**config.mk**
```make
export PLATFORM = sky130hd
export DESIGN_NAME = bit_serial_adder
export DESIGN_NICKNAME = d
export VERILOG_FILES = /design/src/rtl/bit_serial_adder.sv
export SDC_FILE = /design/constraint.sdc
export NUM_CORES = 1
export LEC_CHECK = 0
export ABC_AREA = 1
export CORE_MARGIN = 4
export CORE_UTILIZATION = 30
export DETAILED_ROUTE_END_ITERATION = 16
export PLACE_DENSITY_LB_ADDON = 0.2
export SLEW_MARGIN = 5
export SYNTH_ARGS = -nofsm -noshare
export SYNTH_HDL_FRONTEND = slang
export SYNTH_SLANG_ARGS = --single-unit
```
**constraint.sdc**
```tcl
create_clock -name clk -period 3.3 [get_ports clk]
set_input_delay 0.825 -clock clk [delete_from_list [all_inputs] [get_ports clk]]
set_output_delay 0.825 -clock clk [all_outputs]
set_load 0.02 [all_outputs]
```
**src/rtl/bit_serial_adder.sv**
```systemverilog
// Bit-serial adder: one full-adder cell with a registered carry processes one
// operand bit pair per clock, LSB first, and presents the parallel result with a done strobe.
module bit_serial_adder #(
    parameter int WIDTH = 8
) (
    input  logic             clk,
    input  logic             rst_n,
    input  logic             start,
    input  logic [WIDTH-1:0] a,
    input  logic [WIDTH-1:0] b,
    input  logic             cin,
    output logic             busy,
    output logic             done,
    output logic [WIDTH-1:0] sum,
    output logic             cout
);

    localparam int CW = (WIDTH > 1) ? $clog2(WIDTH) : 1;
    localparam logic [CW-1:0] LAST_BIT = CW'(WIDTH - 1);

    typedef enum logic [1:0] {
        IDLE,
        RUN,
        DONE
    } state_t;

    state_t           state;
    state_t           state_nxt;
    logic [WIDTH-1:0] sa;
    logic [WIDTH-1:0] sb;
    logic [WIDTH-1:0] acc;
    logic [WIDTH-1:0] acc_nxt;
    logic             carry;
    logic             carry_nxt;
    logic             bit_val;
    logic [CW-1:0]    cnt;
    logic             load;
    logic             last;

    assign bit_val   = sa[0] ^ sb[0] ^ carry;
    assign carry_nxt = (sa[0] & sb[0]) | (sb[0] & carry) | (carry & sa[0]);
    // New sum bit enters at the MSB so that after WIDTH shifts the LSB has reached bit 0.
    assign acc_nxt   = (acc >> 1) | (WIDTH'(bit_val) << (WIDTH - 1));
    assign last      = (cnt == LAST_BIT);

    always_ff @(posedge clk or negedge rst_n) begin
        if (!rst_n) begin
            state <= IDLE;
        end else begin
            state <= state_nxt;
        end
    end

    always_comb begin
        state_nxt = state;
        busy      = 1'b0;
        done      = 1'b0;
        load      = 1'b0;
        case (state)
            IDLE: begin
                if (start) begin
                    load      = 1'b1;
                    state_nxt = RUN;
                end
            end
            RUN: begin
                busy = 1'b1;
                if (last) begin
                    state_nxt = DONE;
                end
            end
            DONE: begin
                done = 1'b1;
                if (start) begin
                    load      = 1'b1;
                    state_nxt = RUN;
                end else begin
                    state_nxt = IDLE;
                end
            end
            default: begin
                state_nxt = IDLE;
            end
        endcase
    end

    always_ff @(posedge clk or negedge rst_n) begin
        if (!rst_n) begin
            sa    <= '0;
            sb    <= '0;
            acc   <= '0;
            carry <= 1'b0;
            cnt   <= '0;
            sum   <= '0;
            cout  <= 1'b0;
        end else if (load) begin
            sa    <= a;
            sb    <= b;
            carry <= cin;
            acc   <= '0;
            cnt   <= '0;
        end else if (state == RUN) begin
            sa    <= sa >> 1;
            sb    <= sb >> 1;
            carry <= carry_nxt;
            acc   <= acc_nxt;
            cnt   <= cnt + CW'(1);
            // Result registers only move on the final bit, so they hold between results.
            if (last) begin
                sum  <= acc_nxt;
                cout <= carry_nxt;
            end
        end
    end

endmodule

```
---- Word-level counts from Yosys, hierarchy flattened ----
Index checks and enable logic that the tools add are counted.
storage, ports and cells
  output and inout port bits .............. 11
  flip-flop bits (word level) ............. 39
operators by class
  mux-type cells .......................... 18
  eq/ne operators ......................... 5
  $add $sub $neg .......................... 1
  reduce and logical (&&, ||, !) cells .... 5
  bitwise operators ....................... 9
operator list
  operator             count
  $mux 8               6
  $or 7x8->8           1
  $mux 1               7
  $mux 3               2
  $pmux 2 s3           1
  $mux 2               2
  $ne 2x2->1 const B   2
  $add 3x1->3 const B  1
  $and 1x1->1          3
  $eq 3x3->1 const B   1
  $reduce_and 3->1     1
  $eq 2x1->1 const B   1
  $eq 2x2->1 const B   1
  $logic_not 2->1      1
  $or 1x1->1           2
  $reduce_and 2->1     1
  $reduce_bool 2->1    1
  $reduce_or 2->1      1
  $xor 1x1->1          2
  $not 1->1            1

---- Logic depth before layout (Yosys ltp) ----
Gate-level depths: netlist of run 1.
  word-level depth ........................ 5
  mapped depth ............................ 7
  mapped depth without buffers ............ 6

---- Worst setup path before layout of run 1 ----
Ideal clock, no wire load.
  path type ............................... reg-to-output
  start ................................... register state[0]
  end ..................................... output port busy
  stages on the path, launching flop included .. 5
  path buffers ............................ 2
  setup slack ............................. 1,641 ps
  required time ........................... 2,475 ps
  data arrival time ....................... 834 ps
  cell sequence ........................... dfrtp_1 > buf_6 > inv_2 > nor2_4 > buf_2
between the ends
  word-level cells in the longest chain between the ends .. 2
RTL lines
  item                    RTL line  source
  from (decl)             27        state_t state;
  from (signal assigned)  50        state <= state_nxt;
  $eq 2x1->1              59        case (state)
  $mux 1                  59
  to (decl)               12        output logic busy,
No other way between the ends.

---- Final worst setup path of run 1 ----
Same ends and word-level chain as after synthesis.

==> results of run 1 <==
sequential cells by signal (all words and copies together), names as in the netlist:
name and flops:
cnt 3, carry 1, acc 7, cout 1, sb 8, state 2, sum 8, sa 8
kinds of logic after synthesis:
kind of cell	after synthesis	synth area share [%]
and+or+nand+nor	140	37.0
DFF	38	52.3
buffers and inverters	20	7.70
adders and majority gates	3	2.48
AOI/OAI and AO/OA	2	0.550
through the flow:
step	util [%]	total power, mW	hold WS [ns]	instances
floorplan	-	1.51	0.455	203
global placement	35.9	1.69	0.462	299
detailed placement	35.9	1.71	0.465	299
CTS	37.2	2.02	0.484	306
global route	37.2	2.17	0.507	306
finish	37.2	1.98	0.477	306
power by group through the flow:
stage	combinational, mW	clock, mW	sequential, mW
2_1_floorplan	0.645	0	0.869
3_3_place_gp	0.852	0	0.841
3_5_place_dp	0.860	0	0.848
4_1_cts	0.865	0.315	0.839
5_1_grt	0.963	0.333	0.871
6_report	0.843	0.302	0.836
synthesized netlist by cell type, drive strengths merged:
| library cell | instances | area (um^2) |
|---|---|---|
| nand3 | 42 | 260 |
| buf | 10 | 103 |
| o21ai | 2 | 10.0 |
| nand2 | 94 | 375 |
| inv | 10 | 37.5 |
| nor2 | 4 | 37.5 |
| fa | 1 | 20.0 |
| dfrtp | 38 | 951 |
| ha | 2 | 25.0 |
final timing paths:
path,endpoint,depth (start not counted)
worst max-delay path,busy,3
min in group asynchronous,acc[4],1
worst min register to register,sum[2],2
worst max register to register,sum[6],6
max in group asynchronous,acc[5],1
worst min-delay path,sum[2],2
per-layer routing:
layer	wire length, um	part of all wire, %	up-vias
li1	-	-	697
met1	1810	50	608
met2	1610	44	30
met3	178	4.9	2
met4	22	0.61	0
met5	0	0	-
cell usage in the layout, fill, tap and decap left out:
master            n
buf_4             1
clkdlybuf4s50_1  29
clkbuf_1          2
clkbuf_8          5
nand2_1          91
o21ai_1           1
nor2_1            1
buf_2             1
nand3_1          32
nand2_4           3
nand3_2          10
o21ai_0           1
nor2_4            3
inv_2             2
fa_1              1
ha_1              2
dfrtp_1          38
inv_1             8
worst register-to-register path, cell delays in order (launching register included):
cell	delay, ns
dfrtp_1	0.61
inv_2	0.12
nor2_4	0.12
buf_4	0.26
nand2_4	0.13
nand2_1	0.09
nand2_1	0.05
area by class of cell:
type                    count  share of cell area (%)
flip-flops and latches     38                    43.4
multi-input cells         145                    33.3
repair buffers             31                    13.8
well taps                  75                    4.29
clock buffers               7                    3.49
inverters                  10                    1.71
==> results.toml, run 1 <==
[global_route]
first_global_vias = 1393
grt_max_degree = 39
antenna_found_initial = 0
grt_pass1_wl_um = 6370
met1_usage_pct = 13.9
gr-usage-all-layers_pct = 10.8
gr-max-usage-layer = "met2"
grt_overflow = 0
grt_use_met2_pct = 17.8
use_met3_pct = 3.07

[setup_path]
reg2reg_from = "state[0]"
critical-path-slowest-cell = "dfrtp_1"
critPathLaunch = "state[0]"
critPathTopFamily = "buffers and inverters"
arrival_ns = 1.74
end_kind = "primary output"
worstSetupPathType = "reg -> out"
startpoint_type = "flop"
critPathMaxFanout = 10
crit_path_max_incr_delay_ns = 0.61
crit_buf_inv = 2
reg2reg_slack_ns = 1.81
cp.required_ns = 2.47
path_cells = "inv_2, nor2_4, clkdlybuf4s50_1"

[worst_hold_path]
hp-start = "sum[2]"
hold_class = "reg -> reg"

[power_and_ir_drop]
p_comb_share_pct = 42.6
clockPowerShare_pct = 15.2
switchingPower_mw = 0.804
switching_share_pct = 40.6
power_density_nw_per_um2 = 905
p_int_mw = 1.18
ir_drop_v = 0.000292
p_leak_nw = 1.08
pwr-share-seq_pct = 42.2

[routing]
wl_per_cell_um = 11.8
drcViolationCount = 0
vias_per_cell = 4.37
vias = 1337
antenna_left = 0
drt_iter0_drc = 39
wl_um = 3620
firstDrtPassIters = 4

[clock_tree]
cts-htree-levels = 2
postCtsHoldBufs = 0
root_buffer = "clkbuf_8"
cts_resized = 0
ctsLongestPathBuffers = 2
cts_buffers = 5
cts_tree = "done"
post_cts_buffers = 0
clk_latency_ns = 0.28
clock_sinks = 38
clk_pin_slew_ns = 0.07

[place]
placed_area_um2 = 2110
place_ws_ns = 1.04
place_congestion = 0.709
hpwl_um = 2290
port_buffers = 30

[timing]
max_freq_mhz = 391
maxSlewHeadroom_pct = 42.3
setup_viol_count_final = 0
slew_violations = 0
skew_ns = 0.00534
worst-slew-pin-transition_ns = 0.865
fin_ws_ns = 0.740
grt_setup_unrepaired = "no"
min_period_over_period_pct = 77.6
final-hold-violation-count = 0
setup_tns_ns = 0
period_minus_slack_ns = 2.56

[logic_synthesis]
syn-num-nets = 226
yosysWarningCount = 0
synth.avg_cell_area_um2 = 8.96
ys_ff_latch = 38
synthCells = 203
netlist_area_um2 = 1820
ys_types = 17
ys_seq_area_share_pct = 52.3

[run]
drv_cap = 0

[floorplan]
die_h_um = 85.9
die_area_um2 = 7370
die_x_um = 85.9
start_util_pct = 30.9
placementRows = 28
pin_count = 31
core-area_um2 = 5890

[final_layout]
n_antenna_cell = 0
regArea_um2 = 951
nNetsFinal = 254
multi_input_area_um2 = 728
drive_gt1_share_pct = 10.8
fill_cells = 649
area_growth_syn_to_layout_pct = 20.4
final_cell_area_um2 = 2190

[outcome]
status = "finished, final reports clean"
Power figures use the tool's default switching activity.
==> inputs of run 2 (changes only) <==
==> constraint.sdc (replaced) <==
create_clock -name clk -period 2.2 [get_ports clk]
set_input_delay 0.55 -clock clk [delete_from_list [all_inputs] [get_ports clk]]
set_output_delay 0.55 -clock clk [all_outputs]
set_load 0.02 [all_outputs]
==> run 2 against run 1 <==
Against the previous run:
- register-to-register slack worse by 0.99 ns
- critical path depth unchanged
- wire length up 1.6%
- critical path type unchanged
- critical endpoint unchanged
- largest cell class unchanged
- largest power group unchanged
==> results.toml, run 2 (same netlist as run 1, synthesis figures left out) <==
[timing]
maxSlewHeadroom_pct = 67.3
skew_ns = 0.00689
setup_tns_ns = 0
final-hold-violation-count = 0
worst-slew-pin-transition_ns = 0.490
slew_violations = 0
grt_setup_unrepaired = "no"
max_freq_mhz = 486
min_period_over_period_pct = 93.5
holdWs_ns = 0.298
period_minus_slack_ns = 2.06
setup_viol_count_final = 0

[floorplan]
die_area_um2 = 7370
start_util_pct = 30.9
die_x_um = 85.9
placementRows = 28
die_h_um = 85.9
core-area_um2 = 5890
pin_count = 31

[setup_path]
arrival_ns = 1.51
crit_path_end = "busy"
cp.required_ns = 1.65
reg2reg_slack_ns = 0.82
end_kind = "primary output"
reg2reg_from = "state[0]"
critPathMaxFanout = 4
reg2reg_depth = 5
critPathLaunch = "state[0]"
r2r-end = "sum[0]"
startpoint_type = "flop"
worstSetupPathType = "reg -> out"

[clock_tree]
ctsLongestPathBuffers = 2
clk_latency_ns = 0.29
cts_tree = "done"
clock_sinks = 38
postCtsHoldBufs = 0
cts_buffers = 5
cts-htree-levels = 2
root_buffer = "clkbuf_8"
clk_pin_slew_ns = 0.08
post_cts_buffers = 0

[place]
hpwl_um = 2340
dp.cells = 301
place_congestion = 0.745
port_buffers = 30

[final_layout]
drive_gt1_share_pct = 12.0
layout_commonest_cell = "nand2_1"
n_antenna_cell = 0
layout.cells.non_filler = 309
nNetsFinal = 256
area_growth_syn_to_layout_pct = 23.0
reg_top3 = "sa: 8 flops, sb: 8 flops, sum: 8 flops"
fill_cells = 647
mostFrequentLayoutCells = "91 x nand2_1, 38 x dfrtp_1, 32 x nand3_1"

[power_and_ir_drop]
ir_drop_v = 0.000562
power_density_nw_per_um2 = 1390
p_leak_nw = 1.13

[global_route]
antenna_found_initial = 0
gr-usage-all-layers_pct = 11.0
first_global_vias = 1346
grt_pass1_wl_um = 6380
grt_overflow = 0
grt_max_degree = 39

[routing]
vias = 1356
antenna_left = 0
wl_um = 3670
wl_per_cell_um = 11.9
vias_per_cell = 4.39
firstDrtPassIters = 4
drcViolationCount = 0
drt_iter0_drc = 83

[outcome]
status = "finished, final reports clean"

[run]
drv_cap = 0

[worst_hold_path]
hold_class = "in -> async"
## run 2: how the worst min path moves through the flow
stage / from / endpoint / depth (start not counted)
2_1_floorplan: rst_n / acc[1] / 0
3_3_place_gp: sum[2] / sum[2] / 2
3_5_place_dp: sum[3] / sum[3] / 2
4_1_cts: rst_n / sum[3] / 2
5_1_grt: rst_n / sum[3] / 2
6_report: rst_n / sum[3] / 2
## run 2: power by group
part | internal [mW] | total [mW] | switching [mW]
registers | 1.03 | 1.23 | 0.206
clock network | 0.339 | 0.579 | 0.240
logic | 0.531 | 1.31 | 0.777
## run 2: critical path: stages (launching register included)
cell and delay [ns]:
dfrtp_1 0.42, inv_2 0.10, nor2_4 0.10, clkdlybuf4s50_1 0.60
## run 2: area by class of cell
type / instances / area (um^2) / share of cell area (%)
repair buffers: 33 / 320 / 14.3
clock buffers: 7 / 76.3 / 3.41
inverters: 10 / 37.5 / 1.68
well taps: 75 / 93.8 / 4.19
multi-input cells: 145 / 728 / 32.6
flip-flops and latches: 38 / 951 / 42.5
clock inverters: 1 / 30.0 / 1.34
## run 2: repair_timing
item | in CTS | in global routing
endpoints found under the hold margin | 0 | 0
gates resized for setup | 0 | 1
endpoints found under the setup margin | 0 | 1
## run 2: stage by stage
step           cell area (um^2)  worst slack, ns  utilization (%)  total power, mW
5_1_grt                    2240           0.0717             38.0             3.41
3_3_place_gp               2130            0.378             36.2             2.56
6_report                   2240            0.143             38.0             3.12
4_1_cts                    2230           0.0655             38.0             3.18
3_5_place_dp               2130            0.350             36.2             2.58
2_1_floorplan              1820            0.816                -             2.27
## run 2: metal layers
| layer | global-route usage [%] | vias up | share of wire (%) |
|---|---|---|---|
| li1 | - | 699 | - |
| met1 | 15.5 | 614 | 50 |
| met2 | 15.8 | 36 | 42 |
| met3 | 4.03 | 7 | 6.6 |
| met4 | 3.02 | 0 | 0.98 |
| met5 | 0 | - | 0 |
